[src/rtl/index_lut_reader.sv]
`default_nettype none
// ============================================================================
//  Module      : index_lut_reader
//  Description : Read-side sequencer for the four intra-prediction index LUTs.
//                Issues a run of consecutive LUT reads, absorbs the 1-cycle
//                ROM latency and streams each 4 x DATA_W index tuple through
//                a small FIFO onto a valid/ready interface. Read issue is
//                throttled so that buffered plus in-flight words never exceed
//                the FIFO depth, so backpressure never drops or repeats data.
//  Revision    : 1.0 - initial release
// ============================================================================
module index_lut_reader #(
    parameter int ADDR_W     = 9,
    parameter int DATA_W     = 8,
    parameter int FIFO_DEPTH = 4
) (
    input  logic              clk,
    input  logic              rst_n,
    input  logic              start,
    input  logic              angle_or_planar,
    input  logic [ADDR_W-1:0] base_addr,
    input  logic [ADDR_W:0]   count,
    output logic              busy,
    output logic              lut_rden,
    output logic [ADDR_W-1:0] lut_address,
    input  logic [DATA_W-1:0] lut_q1,
    input  logic [DATA_W-1:0] lut_q2,
    input  logic [DATA_W-1:0] lut_q3,
    input  logic [DATA_W-1:0] lut_q4,
    output logic              out_valid,
    input  logic              out_ready,
    output logic [DATA_W-1:0] out_idx1,
    output logic [DATA_W-1:0] out_idx2,
    output logic [DATA_W-1:0] out_idx3,
    output logic [DATA_W-1:0] out_idx4,
    output logic              out_last,
    output logic              done
);

    localparam int c_PTR_W   = (FIFO_DEPTH > 1) ? $clog2(FIFO_DEPTH) : 1;
    localparam int c_OCC_W   = $clog2(FIFO_DEPTH + 1);
    localparam int c_NEED_W  = c_OCC_W + 2;
    localparam int c_ENTRY_W = 4 * DATA_W + 1;

    typedef enum logic [1:0] {
        S_IDLE  = 2'd0,
        S_ISSUE = 2'd1,
        S_DRAIN = 2'd2
    } state_t;

    state_t                r_state;
    state_t                w_state_nxt;

    logic [ADDR_W-1:0]     r_addr;          // address presented to the LUTs
    logic [ADDR_W:0]       r_remaining;     // reads still to be issued
    logic                  r_inflight;      // a read was issued last cycle
    logic                  r_inflight_last; // ... and it was the final one

    logic [c_ENTRY_W-1:0]  r_mem [FIFO_DEPTH];
    logic [c_PTR_W-1:0]    r_wptr;
    logic [c_PTR_W-1:0]    r_rptr;
    logic [c_OCC_W-1:0]    r_occ;

    logic                  w_push;
    logic                  w_pop;
    logic                  w_room;
    logic                  w_empty_run;
    logic [c_NEED_W-1:0]   w_need;
    logic [c_ENTRY_W-1:0]  w_head;

    // Returning ROM data is pushed exactly one cycle after its read issue;
    // the consumer pops on a valid/ready handshake.
    assign w_push    = r_inflight;
    assign out_valid = (r_occ != '0);
    assign w_pop     = out_valid & out_ready;

    // A run with nothing to read skips straight to the completion state.
    assign w_empty_run = (count == '0) | ~angle_or_planar;

    // Slots needed if a read is issued now: entries left after this cycle's
    // pop, plus the word returning this cycle, plus the new read.
    assign w_need = c_NEED_W'(r_occ) - c_NEED_W'(w_pop)
                  + c_NEED_W'(r_inflight) + c_NEED_W'(1);
    assign w_room = (w_need <= c_NEED_W'(FIFO_DEPTH));

    assign lut_address = r_addr;

    // Head of FIFO; tuple outputs are forced to zero while nothing is valid
    // so that the stream is clean after reset and between runs.
    assign w_head   = r_mem[r_rptr];
    assign out_idx1 = out_valid ? w_head[1*DATA_W-1:0*DATA_W] : '0;
    assign out_idx2 = out_valid ? w_head[2*DATA_W-1:1*DATA_W] : '0;
    assign out_idx3 = out_valid ? w_head[3*DATA_W-1:2*DATA_W] : '0;
    assign out_idx4 = out_valid ? w_head[4*DATA_W-1:3*DATA_W] : '0;
    assign out_last = out_valid & w_head[c_ENTRY_W-1];

    // State register.
    always_ff @(posedge clk) begin
        if (!rst_n) begin
            r_state <= S_IDLE;
        end else begin
            r_state <= w_state_nxt;
        end
    end

    // Next-state decode plus busy / read-enable / done generation.
    always_comb begin
        w_state_nxt = r_state;
        busy        = 1'b0;
        lut_rden    = 1'b0;
        done        = 1'b0;
        case (r_state)
            S_IDLE: begin
                if (start) begin
                    w_state_nxt = w_empty_run ? S_DRAIN : S_ISSUE;
                end
            end
            S_ISSUE: begin
                busy     = 1'b1;
                lut_rden = w_room;
                if (w_room && (r_remaining == (ADDR_W+1)'(1))) begin
                    w_state_nxt = S_DRAIN;
                end
            end
            S_DRAIN: begin
                busy = 1'b1;
                if ((r_occ == '0) && !r_inflight) begin
                    done        = 1'b1;
                    w_state_nxt = S_IDLE;
                end
            end
            default: begin
                w_state_nxt = S_IDLE;
            end
        endcase
    end

    // Run bookkeeping: address walk (wraps naturally), reads remaining and
    // the in-flight markers that tag the returning word.
    always_ff @(posedge clk) begin
        if (!rst_n) begin
            r_addr          <= '0;
            r_remaining     <= '0;
            r_inflight      <= 1'b0;
            r_inflight_last <= 1'b0;
        end else begin
            r_inflight      <= lut_rden;
            r_inflight_last <= lut_rden & (r_remaining == (ADDR_W+1)'(1));
            if ((r_state == S_IDLE) && start) begin
                r_addr      <= base_addr;
                r_remaining <= count;
            end else if (lut_rden) begin
                r_addr      <= r_addr + ADDR_W'(1);
                r_remaining <= r_remaining - (ADDR_W+1)'(1);
            end
        end
    end

    // FIFO pointers and occupancy; push and pop may coincide at any level.
    always_ff @(posedge clk) begin
        if (!rst_n) begin
            r_wptr <= '0;
            r_rptr <= '0;
            r_occ  <= '0;
        end else begin
            if (w_push) begin
                r_wptr <= r_wptr + c_PTR_W'(1);
            end
            if (w_pop) begin
                r_rptr <= r_rptr + c_PTR_W'(1);
            end
            case ({w_push, w_pop})
                2'b10:   r_occ <= r_occ + c_OCC_W'(1);
                2'b01:   r_occ <= r_occ - c_OCC_W'(1);
                default: r_occ <= r_occ;
            endcase
        end
    end

    // FIFO storage; contents need no reset because occupancy qualifies them.
    always_ff @(posedge clk) begin
        if (w_push) begin
            r_mem[r_wptr] <= {r_inflight_last, lut_q4, lut_q3, lut_q2, lut_q1};
        end
    end

endmodule
`default_nettype wire

[config.mk]
export PLATFORM = sky130hd
export DESIGN_NAME = index_lut_reader
export DESIGN_NICKNAME = d
export VERILOG_FILES = /design/src/rtl/index_lut_reader.sv
export SDC_FILE = /design/constraint.sdc
export NUM_CORES = 1
export LEC_CHECK = 0
export CELL_PAD_IN_SITES_DETAIL_PLACEMENT = 2
export CELL_PAD_IN_SITES_GLOBAL_PLACEMENT = 2
export CORE_MARGIN = 1.5
export CORE_UTILIZATION = 40
export CTS_CLUSTER_DIAMETER = 60
export CTS_CLUSTER_SIZE = 14
export DETAILED_ROUTE_END_ITERATION = 10
export GPL_ROUTABILITY_DRIVEN = 0
export PLACE_DENSITY = 0.9
export SLEW_MARGIN = 0
export SYNTH_ARGS = -nofsm -noshare
export SYNTH_HDL_FRONTEND = slang
export SYNTH_SLANG_ARGS = --single-unit
[constraint.sdc]
create_clock -name clk -period 4 [get_ports clk]
set_input_delay 0.4 -clock clk [delete_from_list [all_inputs] [get_ports clk]]
set_output_delay 0.4 -clock clk [all_outputs]
set_load 0.03 [all_outputs]
# Word level (Yosys, flattened, before mapping)
# Memory sizes are Yosys's and may differ from the RTL's. A register that Yosys moved wholly into a read port is not among the register bits.
# Index checks and enable logic that the tools add are counted.
dict set report op_classes {
  n_addsub 9
  mul 0
  div 0
  n_lt_le_gt_ge 1
  eq_ne 8
  shift 0
  n_mux 22
  bitwise 5
  reduce_logical 12
}
# op count
set op_table {}
lappend op_table {{8-bit two-way mux} 4}
lappend op_table {{10-bit two-way mux} 2}
lappend op_table {{9-bit two-way mux} 2}
lappend op_table {{2-bit two-way mux} 6}
lappend op_table {{10-bit by 1-bit equality test with 1-bit output, second input constant} 1}
lappend op_table {{10-bit zero test} 1}
lappend op_table {{10-bit by 1-bit subtractor with 10-bit output, second input constant} 1}
lappend op_table {{9-bit by 1-bit adder with 9-bit output, second input constant} 1}
lappend op_table {{1-bit two-way mux} 6}
lappend op_table {{2-bit inequality test, second input constant} 3}
lappend op_table {{2-bit one-hot mux with 3 select lines} 1}
lappend op_table {{3-bit one-hot mux with 2 select lines} 1}
lappend op_table {{4-bit by 2-bit adder with 5-bit output} 1}
lappend op_table {{5-bit by 1-bit adder with 5-bit output, second input constant} 1}
lappend op_table {{5-bit by 3-bit <= comparator with 1-bit output, second input constant} 1}
lappend op_table {{2-bit by 1-bit adder with 2-bit output, second input constant} 2}
lappend op_table {{2-bit by 1-bit equality test with 1-bit output, second input constant} 2}
lappend op_table {{2-bit equality test, second input constant} 2}
lappend op_table {{2-bit nonzero test} 2}
lappend op_table {{3-bit by 1-bit subtractor with 4-bit output} 1}
lappend op_table {{3-bit by 1-bit adder with 3-bit output, second input constant} 1}
lappend op_table {{1-bit bitwise AND} 3}
lappend op_table {{1-bit logical AND} 3}
lappend op_table {{3-bit zero test} 1}
lappend op_table {{other kinds (8)} 8}
dict set report word_totals {
  reg_bits 30
  latch_bits 0
  ramBits 132
  rom_bits 0
  in_bits 56
  output_inout_bits 46
  wordCells 66
  n_memories 1
}
# name depth width rd rd_clocked_by_memory_dff write_ports line_no
set memory_table {}
lappend memory_table {r_mem 4 33 1 1 1 59} ;# logic [c_ENTRY_W-1:0] r_mem [FIFO_DEPTH];

# Longest topological paths before layout
dict set report depth {
  depth_word 9
  ltp_mapped 12
  depth_no_buf 10
}

# Worst setup path before layout
# Ideal clock, no wire load.
dict set report synth_path {
  kind {register to register}
  start {register r_occ[1]}
  end {register r_addr[1], in the netlist lut_address[1]}
  setup_time_ns 0.133
  arrival_ns 2.562
  t_required_ns 3.867
  path_slack_ns 1.306
  stages_incl_launch_ff 13
  n_path_buf 2
  synth_period_minus_slack_ns 2.694
  path_cell_list {dfxtp_1 -> buf_2 -> or3_1 -> nand2_1 -> mux2_2 -> ha_1 -> nor2b_1 -> o311ai_1 -> or3_1 -> buf_2 -> inv_2 -> mux2i_1 -> a21oi_1}
}
dict set report synth_between {
  elab_chain_len 8
}
# element line_no
set synth_rtl {}
lappend synth_rtl {{start: declaration} 62} ;# logic [c_OCC_W-1:0] r_occ;
lappend synth_rtl {{start signal: assignment} 173} ;# 2'b10: r_occ <= r_occ + c_OCC_W'(1);
lappend synth_rtl {{start signal: assignment} 174} ;# 2'b01: r_occ <= r_occ - c_OCC_W'(1);
lappend synth_rtl {{start signal: assignment} 175} ;# default: r_occ <= r_occ;
lappend synth_rtl {{3-bit nonzero test} 74} ;# assign out_valid = (r_occ != '0);
lappend synth_rtl {{1-bit bitwise AND} 75} ;# assign w_pop = out_valid & out_ready;
lappend synth_rtl {{3-bit by 1-bit subtractor with 4-bit output (*)} 82} ;# assign w_need = c_NEED_W'(r_occ) - c_NEED_W'(w_pop)
lappend synth_rtl {{4-bit by 2-bit adder with 5-bit output (*)} 83} ;# + c_NEED_W'(r_inflight) + c_NEED_W'(1);
lappend synth_rtl {{5-bit by 1-bit adder with 5-bit output (*)} 83}
lappend synth_rtl {{5-bit by 3-bit <= comparator with 1-bit output (*)} 84} ;# assign w_room = (w_need <= c_NEED_W'(FIFO_DEPTH));
lappend synth_rtl {{1-bit two-way mux (*)} 112} ;# case (r_state)
lappend synth_rtl {{via lut_rden} 24} ;# output logic lut_rden,
lappend synth_rtl {{2-bit nonzero test (no source line) (*)} -}
lappend synth_rtl {{end signal: assignment} 150} ;# r_addr <= base_addr;
lappend synth_rtl {{end signal: assignment} 153} ;# r_addr <= r_addr + ADDR_W'(1);
lappend synth_rtl {{end: declaration} 54} ;# logic [ADDR_W-1:0] r_addr;
# The timed path passes the listed nets; every way through them passes the cells marked *.
# A chain may end at the register's enable or synchronous reset.

# Worst setup path in the final report
dict set report layout_path {
  start {register r_occ[2]}
  end {output lut_rden}
}
dict set report layout_between {
  elab_chain_len 7
}
# element line_no
set layout_rtl {}
lappend layout_rtl {{3-bit nonzero test} 74}
lappend layout_rtl {{1-bit bitwise AND} 75}
lappend layout_rtl {{3-bit by 1-bit subtractor with 4-bit output (*)} 82}
lappend layout_rtl {{4-bit by 2-bit adder with 5-bit output (*)} 83}
lappend layout_rtl {{5-bit by 1-bit adder with 5-bit output (*)} 83}
lappend layout_rtl {{5-bit by 3-bit <= comparator with 1-bit output (*)} 84}
lappend layout_rtl {{1-bit two-way mux (*)} 112}
lappend layout_rtl {{end: declaration} 24}
# Every way passes the cells marked *; elsewhere a longest branch is shown, timed or not.

==> flow_metrics.py <==
metrics = {
    "timing": {
        "max_slew_margin_pct": 27.65,
        "period_minus_slack_ns": 3.747,
        "rsz0062_at_grt": "no",
        "worst_pin_slew_ns": 1.083,
        "report.final.hold_viol_count": 0,
        "timing.hold.ws_ns": 0.5259,
        "fin_worst_skew_ns": 0.007974,
        "fmax_mhz": 266.9,
        "slew_viol_final": 0,
        "fin_crit_sh_pct": 93.67,
        "setup_viol": 0,
        "tns_ns": 0,
    },
    "setup_path": {
        "crit_buf_inv": 2,
        "cp.required_ns": 3.60,
        "cpPeakStageDelay_ns": 0.50,
        "crit_slowest_cell": "dfxtp_1",
        "rr_startpoint": "r_occ[2]$_SDFFE_PN0P_",
        "cp_common_cell": "or3_1",
        "critPathTopFamily": "simple AND/OR/NAND/NOR gates",
        "arrival_ns": 3.35,
        "startpoint_type": "register",
        "cp_max_fo": 11,
        "end_kind": "output pin",
        "rr_endpoint": "lut_address[5]$_SDFFE_PN0P_",
        "crit_type": "register to output pin",
        "cp_cell_sequence": "or3_1, nand2_1, mux2_2, ha_1, nor2_1, and3_1, or3_1, inv_2, dlygate4sd2_1",
        "r2r_cells": 10,
        "cp-startpoint": "r_occ[2]$_SDFFE_PN0P_",
        "r2r_setup_slack_ns": 0.83,
    },
    "global_route": {
        "grt_first_pass_wirelength_mm": 28.77,
        "grt_max_degree": 38,
        "grt-ovfl-total": 0,
        "grtUsageTotal_pct": 21.93,
        "antenna_found_initial": 1,
        "grt_pass1_vias": 4795,
    },
    "hold_path": {
        "min_from": "r_remaining[8]$_SDFFE_PN0P_",
        "hold_class": "register to register",
        "hold_end": "r_remaining[8]$_SDFFE_PN0P_",
        "min_path_cells": 2,
    },
    "placed_design": {
        "port-buffer-count": 101,
        "hpwlAfterDp_mm": 11.85,
    },
    "synth": {
        "synth_top_area_share_pct": 57.50,
        "ys_ff_latch": 164,
        "syn_inst": 446,
        "yosys-top-cells-count": "edfxtp_1 (132), and2_1 (39), mux4_2 (33), dfxtp_1 (32)",
        "synth_cell_type_count": 41,
        "seq_area_frac_synth_pct": 66.79,
        "yosysMostFrequentCell": "edfxtp_1",
        "yosys_warnings": 0,
        "synth_top_area_cell": "edfxtp_1",
        "synthArstFlopShare_pct": 0,
        "avgSynthCellArea_um2": 15.46,
        "synthesis.area_um2": 6894,
        "netlist_top_cells_area": "edfxtp_1 (57%), mux4_2 (11%), dfxtp_1 (9.3%), and2_1 (3.5%), xnor2_1 (2.2%)",
        "synthFlopType": "edfxtp_1",
        "syn-num-nets": 514,
        "synth_edf_count": 132,
    },
    "cts": {
        "cts_tree": "yes",
        "htree_num_levels": 4,
        "holdBufCountCts": 0,
        "cts_sinks": 164,
        "clkTransAtPathRegs_ns": 0.06,
        "cts_root_buf": "clkbuf_16",
        "clock_latency_ns": 0.43,
        "clk_path_buf_depth": 2,
        "cts_buffers": 17,
    },
    "power": {
        "p_per_area_nw_per_um2": 691.5,
        "p_comb_share_pct": 36.5,
        "p_clk_share_pct": 27.5,
        "sw_frac_of_total_pct": 34.77,
        "p_switching_uw": 2102,
        "ir_drop_uv": 402.4,
        "total_power_uw": 6044,
        "leakage_uw": 0.002823,
        "p_seq_share_pct": 36.0,
        "p_int_uw": 3942,
    },
    "route": {
        "wire_per_inst_um": 23.74,
        "num_vias": 4285,
        "vias_per_cell": 5.487,
        "drt-total-wl_mm": 18.54,
        "ant_nets": 0,
        "drt_iter0_markers": 230,
        "dr.pass1.iters": 6,
        "drc": 0,
    },
    "die": {
        "fp.dieW_um": 134.3,
        "start_util_pct": 41.28,
        "core_area_um2": 16700,
        "die_area_um2": 18030,
        "die_h_um": 134.3,
        "ios": 102,
        "rows": 47,
    },
    "finish": {
        "nFillCells": 1535,
        "nets": 616,
        "finish.utilization_pct": 52.34,
        "area_growth_pct": 26.79,
        "drive_gt1_share_pct": 14.29,
    },
    "outcome": {
        "status": "finished clean",
    },
    "flow_run": {
        "cap_viol_max_count": 0,
    },
}
cells in the final DEF, fill, tap and decap left out, drive strengths merged, types with 15 or more instances in the layout:
cell type,synthesis,layout
clkbuf,19,19
nor2,17,17
edfxtp,132,132
clkdlybuf4s50,0,100
dfxtp,32,32
and2,39,39
xnor2,17,17
mux4,33,33
a21oi,15,15
nand3,16,16
inv,14,16
o21ai,19,19
worst max path at each step:
stage               slack (ns)  cells after the start                          end
finish                    0.25                      9                     lut_rden
global route              0.09                      9                     lut_rden
CTS                       0.23                      9                     lut_rden
detailed placement        0.24                      9                     lut_rden
global placement          0.35                      9                     lut_rden
floorplan                 1.31                     12  lut_address[1]$_SDFFE_PN0P_
flip-flops by register name, summed over array words and instances, names as in the netlist, named ones only:
name	count
r_mem	132
r_inflight	1
r_rptr	2
r_remaining	10
r_inflight_last	1
r_wptr	2
lut_address	9
r_state	2
r_occ	3
logic make-up (layout without fill, tap and decap cells):
logic type | after synthesis | count (layout) | share of synthesized area (%)
AO/OA/AOI/OAI | 48 | 48 | 4.102
XOR/XNOR | 20 | 20 | 2.541
adder cells (fa/ha/maj) | 12 | 12 | 2.287
buffers and inverters | 39 | 153 | 2.214
flip-flops | 164 | 164 | 66.79
multiplexers | 39 | 39 | 11.69
other | 0 | 1 | 0
AND/OR/NAND/NOR | 124 | 124 | 10.38
area by class of cell:
cell class	count	area [um^2]	area share [%]
Sequential cell	164	4608	52.72
Multi-Input combinational cell	243	2142	24.51
Timing Repair Buffer	107	1067	12.21
Clock buffer	19	432.9	4.953
Tap cell	220	275.3	3.149
Clock inverter	12	156.4	1.789
Inverter	15	56.30	0.6441
Antenna cell	1	2.502	0.02863
power groups by stage:
stage | combinational, uW | clock, uW | sequential (uW)
6_report | 2210 | 1660 | 2180
5_1_grt | 2370 | 1750 | 2210
4_1_cts | 2240 | 1690 | 2190
3_5_place_dp | 2200 | 0 | 2220
3_3_place_gp | 2100 | 0 | 2190
2_1_floorplan | 1400 | 0 | 2150
repair_timing:
item                       4_1_cts  5_1_grt
setup endpoints to repair        1        0
resized for setup                2        0
setup buffers                    0        0
worst register-to-register path: cells and delay by family, from the launching register on:
kind	cells	cell delay, ns
flops	1	0.50
compound gates	1	0.18
fa+ha+maj	1	0.41
simple gates	6	1.51
mux	1	0.30
buf+inv	1	0.20
routing by layer:
metal	global-route usage [%]	part of all wire, %
met5	0	0.070
met4	6.989	1.4
met3	5.102	4.4
met2	38.32	52
met1	26.94	42
metrics by stage:
stage                     area (um^2)  cells  worst slack, ns
final                            8741    781           0.2532
after global routing             8738    780          0.08614
after CTS                        8738    780           0.2286
after detailed placement         8149    749           0.2441
after global placement           8149    749           0.3464
after floorplan                  6894    446            1.306
Power figures use the tool's default switching activity.
==> RTL edit 1 (same settings) <==
The parameter `FIFO_DEPTH` goes from 4 to 8.
--- a/src/rtl/index_lut_reader.sv
+++ b/src/rtl/index_lut_reader.sv
@@ -12,7 +12,7 @@
 module index_lut_reader #(
     parameter int ADDR_W     = 9,
     parameter int DATA_W     = 8,
-    parameter int FIFO_DEPTH = 4
+    parameter int FIFO_DEPTH = 8
 ) (
     input  logic              clk,
     input  logic              rst_n,
Check against the original RTL: not equivalent (Yosys sat finds a counterexample within 10 cycles, from zero or initial values and one cycle with rst_n low).
==> RTL edit 1 against the original RTL <==
Synthesized area grew 77%. Sequential power grew 78%. Critical path depth grew 2. Sequential cell count grew 136. Final area grew 70%. Fmax shrank 0.66%. Worst setup slack lost 0.025 ns. Wire length grew 86%. Power grew 65%. Register-to-register slack lost 0.19 ns. Critical path type unchanged.
==> RTL edit 1: results (changes against the original RTL) <==
| Metric | Value |
|---|---|
| Number of fillers in the final layout | `2678 (was 1535)` |
| Number of placed cells counting well taps | `1149 (was 749)` |
| Max-slew headroom at the worst pin | `21.67% (was 27.65%)` |
| #MultiIn Comb | `325 (was 243)` |
| Flip-flop count of the largest register after layout | `264 (was 132)` |
| Final-layout clock buffer total | `44 (was 19)` |
| Max H-tree Level | `1 (was 4)` |
| Power consumption | `9.975 mW (was 6.044 mW)` |
| Design internal power | `6.687 mW (was 3.942 mW)` |
| Non-filler cells, final | `1206 (was 781)` |
| Commonest cells in the netlist | `264 x sky130_fd_sc_hd__edfxtp_1, 66 x sky130_fd_sc_hd__mux4_2, 46 x sky130_fd_sc_hd__nor2_1, 36 x sky130_fd_sc_hd__dfxtp_1, 36 x sky130_fd_sc_hd__mux2i_1 (was 132 x sky130_fd_sc_hd__edfxtp_1, 39 x sky130_fd_sc_hd__and2_1, 33 x sky130_fd_sc_hd__mux4_2, 32 x sky130_fd_sc_hd__dfxtp_1)` |
| Arithmetic-cell share of the synthesized area counting full adders, half adders and majority gates | `1.599% (was 2.287%)` |
| Worst clock skew | `0.01697 ns (was 0.007974 ns)` |
| Unique cell type count in the Yosys netlist | `56 (was 41)` |
| Number of synthesized flops with an enable pin | `264 (was 132)` |
| Largest cells by area after synthesis | `sky130_fd_sc_hd__edfxtp_1 65%, sky130_fd_sc_hd__mux4_2 12%, sky130_fd_sc_hd__dfxtp_1 5.9%, sky130_fd_sc_hd__mux2i_1 3.0%, sky130_fd_sc_hd__ha_1 1.4% (was sky130_fd_sc_hd__edfxtp_1 57%, sky130_fd_sc_hd__mux4_2 11%, sky130_fd_sc_hd__dfxtp_1 9.3%, sky130_fd_sc_hd__and2_1 3.5%, sky130_fd_sc_hd__xnor2_1 2.2%)` |
| Wire length of the first global-routing pass | `50.91 mm (was 28.77 mm)` |
| Power Sequential | `3.88 mW (was 2.18 mW)` |
| Total clock buffers created by CTS | `30 (was 17)` |
| Result of the run | `completed (unchanged)` |
| Static leakage | `4.653 nW (was 2.823 nW)` |
| Clock network latency to the later pin of the worst-skew pair | `0.55 ns (was 0.43 ns)` |
| Pre-antenna DRT Iters | `5 (was 6)` |
| Area taken by flip-flops and latches | `0.008657 mm2 (was 0.004608 mm2)` |
| Largest net degree at the start of global routing | `40 (was 38)` |
| Maximum buffer depth of the clock tree | `3 (was 2)` |
| Number of global-route vias before repair | `7633 (was 4795)` |
-- RTL edit 1: per-layer routing --
metal	vias to the layer above	global-route usage, %
met5	-	0
met4	0	6.162
met3	53	3.535
met2	210	41.42
met1	3516	27.15
li1	2919	-
-- RTL edit 1: path summary, 6_finish.rpt --
check             startpoint             end  slack, ns
setup / recovery    r_occ[1]        lut_rden       0.23
hold / removal    r_state[0]      r_state[0]       0.48
setup reg to reg    r_occ[1]  lut_address[8]       0.64
hold reg to reg   r_state[0]      r_state[0]       0.48
-- RTL edit 1: timing repair --
| item | 4_1_cts | 5_1_grt |
|---|---|---|
| pin swaps | 1 | 0 |
| hold buffers | 0 | 0 |
| resized for setup | 1 | 7 |
| setup endpoints to repair | 1 | 1 |
| buffers inserted | 1 | 0 |
-- RTL edit 1: cell families (layout without fill, tap and decap cells) --
family / count (synthesis) / after routing
xor+xnor: 22 / 22
buf+inv: 49 / 191
flops: 300 / 300
simple gates: 109 / 109
mux: 102 / 102
fa+ha+maj: 15 / 15
compound gates: 77 / 77
==> RTL edit 2 (same flow settings) <==
Without the edit above. Re-encode `state_t` (3 states) as one-hot, 3 bits wide.
--- a/src/rtl/index_lut_reader.sv
+++ b/src/rtl/index_lut_reader.sv
@@ -42,10 +42,10 @@
     localparam int c_NEED_W  = c_OCC_W + 2;
     localparam int c_ENTRY_W = 4 * DATA_W + 1;
 
-    typedef enum logic [1:0] {
-        S_IDLE  = 2'd0,
-        S_ISSUE = 2'd1,
-        S_DRAIN = 2'd2
+    typedef enum logic [2:0] {
+        S_IDLE  = 3'b001,
+        S_ISSUE = 3'b010,
+        S_DRAIN = 3'b100
     } state_t;
 
     state_t                r_state;
Formal check against the unedited RTL: no difference found for any inputs over 4 cycles, from zero or initial values and one cycle with rst_n low; so few cycles prove little.
==> RTL edit 2 against the original RTL <==
Non-clock buffer count fell by 2. Utilization fell by 0.34 points. Wire length fell by 1.5%. Sequential cell count rose by 1. Synthesized area fell by 0.25%. Power fell by 15%. Final cell count fell by 1.2%. Worst setup slack improved by 0.00099 ns. Worst hold slack got worse by 0.040 ns. Via count fell by 1.7%. Final area fell by 0.66%. Fmax barely moved.
==> RTL edit 2: results (changes against the original RTL) <==
| Metric | Value |
|---|---|
| Result of the run | `completed (unchanged)` |
| Number of instances in the synthesized netlist | `437 (was 446)` |
| GR Util All Layers | `21.48% (was 21.93%)` |
| Largest net degree at the start of global routing | `39 (was 38)` |
| Final wirelength | `18.26 mm (was 18.54 mm)` |
| Register area share after synthesis | `67.25% (was 66.79%)` |
| Unique cell type count in the Yosys netlist | `55 (was 41)` |
| Commonest cells in the netlist | `132 x sky130_fd_sc_hd__edfxtp_1, 45 x sky130_fd_sc_hd__and2_1, 33 x sky130_fd_sc_hd__dfxtp_1, 33 x sky130_fd_sc_hd__mux4_2, 18 x sky130_fd_sc_hd__o21ai_0 (was 132 x sky130_fd_sc_hd__edfxtp_1, 39 x sky130_fd_sc_hd__and2_1, 33 x sky130_fd_sc_hd__mux4_2, 32 x sky130_fd_sc_hd__dfxtp_1)` |
| Average wire length per cell after detail routing | `23.65 um (was 23.74 um)` |
| Worst Path Max Fanout | `11 (unchanged)` |
| Data arrival time of the worst path | `3.35 ns (about the same)` |
| Worst IR Drop VDD | `0.0003425 V (was 0.0004024 V)` |
| Total half-perimeter wirelength after legalization and detailed placement | `11.61 mm (was 11.85 mm)` |
| Layout cells sized above 1 | `14.13% (was 14.29%)` |
| Worst clock skew | `0.01286 ns (was 0.007974 ns)` |
| Max H-tree Level | `4 (unchanged)` |
| Sw power | `1.641 mW (was 2.102 mW)` |
| Number of violations reported at the end of detailed-routing iteration 0 | `151 (was 230)` |
| Max-slew headroom at the worst pin | `20.36% (was 27.65%)` |
| Via count | `4212 (was 4285)` |
| NumNets Final | `605 (was 616)` |
| Number of antenna diodes | `0 (was 1)` |
| Static leakage | `2.814 nW (was 2.823 nW)` |
| Number of placed cells counting well taps | `740 (was 749)` |
| Mapped Nets | `503 (was 514)` |
| Clk slew on worst S/H paths | `0.06 ns (about the same)` |
| Wire length of the first global-routing pass | `28.44 mm (was 28.77 mm)` |
| Largest cells by area after synthesis | `sky130_fd_sc_hd__edfxtp_1 58%, sky130_fd_sc_hd__mux4_2 11%, sky130_fd_sc_hd__dfxtp_1 9.6%, sky130_fd_sc_hd__and2_1 4.1%, sky130_fd_sc_hd__ha_1 1.6% (was sky130_fd_sc_hd__edfxtp_1 57%, sky130_fd_sc_hd__mux4_2 11%, sky130_fd_sc_hd__dfxtp_1 9.3%, sky130_fd_sc_hd__and2_1 3.5%, sky130_fd_sc_hd__xnor2_1 2.2%)` |
| Pre-antenna DRT Iters | `4 (was 6)` |
==> RTL edit 2: critical path, stage by stage (launching register included) <==
cell                              delay (ns)
sky130_fd_sc_hd__dfxtp_1                0.38
sky130_fd_sc_hd__nor3_1                 0.32
sky130_fd_sc_hd__inv_1                  0.11
sky130_fd_sc_hd__nand2_1                0.19
sky130_fd_sc_hd__nor2_1                 0.10
sky130_fd_sc_hd__ha_1                   0.26
sky130_fd_sc_hd__xor2_2                 0.22
sky130_fd_sc_hd__o21bai_2               0.30
sky130_fd_sc_hd__nand2_2                0.23
sky130_fd_sc_hd__inv_1                  0.14
sky130_fd_sc_hd__clkdlybuf4s50_1        0.68
==> RTL edit 2: cells by family (layout without fill, tap and decap cells) <==
logic type / Yosys count / count (layout) / share of synthesized area [%]
simple gates: 114 / 114 / 9.607
xor+xnor: 12 / 12 / 1.528
buf+inv: 34 / 149 / 2.147
compound gates: 68 / 68 / 6.587
fa+ha+maj: 10 / 10 / 1.929
mux: 34 / 34 / 10.95
flops: 165 / 165 / 67.25
==> RTL edit 2: through the flow <==
step	hold slack, ns	instance area, um2	setup WS, ns
floorplan	0.4383	6877	1.618
global placement	0.4505	8110	0.6970
detailed placement	0.4754	8110	0.4839
CTS	0.4906	8676	0.1545
global route	0.5229	8683	0.01141
finish	0.4854	8683	0.2542
==> RTL edit 2: routing by layer <==
metal / wire, um / GRT usage (%)
met1: 7569 / 25.71
met2: 9697 / 38.52
met3: 770 / 5.215
met4: 204 / 6.272
met5: 17 / 0
==> RTL edit 2: what timing repair did <==
action                                  4_1_cts  5_1_grt
endpoints found under the setup margin        0        1
gates resized for setup                       0        1
setup buffers                                 0        0
==> RTL edit 2: area by class of cell <==
cell class | count | area [um2]
Tap cell | 220 | 275.3
Timing Repair Buffer | 105 | 1054
Clock buffer | 19 | 432.9
Fill cell | 1544 | 8018
Multi-Input combinational cell | 238 | 2117
Clock inverter | 13 | 132.6
Inverter | 12 | 45.04
Sequential cell | 165 | 4627
==> RTL edit 2: power groups by stage <==
stage / Clock [mW] / Combinational (mW) / Sequential [mW]
final: 1.59 / 1.58 / 1.98
after global routing: 1.68 / 1.70 / 1.99
after CTS: 1.62 / 1.60 / 1.98
after detailed placement: 0 / 1.58 / 2.01
after global placement: 0 / 1.53 / 2.01
after floorplan: 0 / 0.979 / 1.98
==> RTL edit 2: path summary, 6_finish.rpt <==
kind | startpoint | end | slack (ns) | cells after the start
setup reg to reg | r_occ[2] | lut_address[4] | 0.98 | 12
hold reg to reg | r_remaining[1] | r_remaining[1] | 0.49 | 1
setup / recovery | r_occ[2] | lut_rden | 0.25 | 10
hold / removal | r_remaining[1] | r_remaining[1] | 0.49 | 1
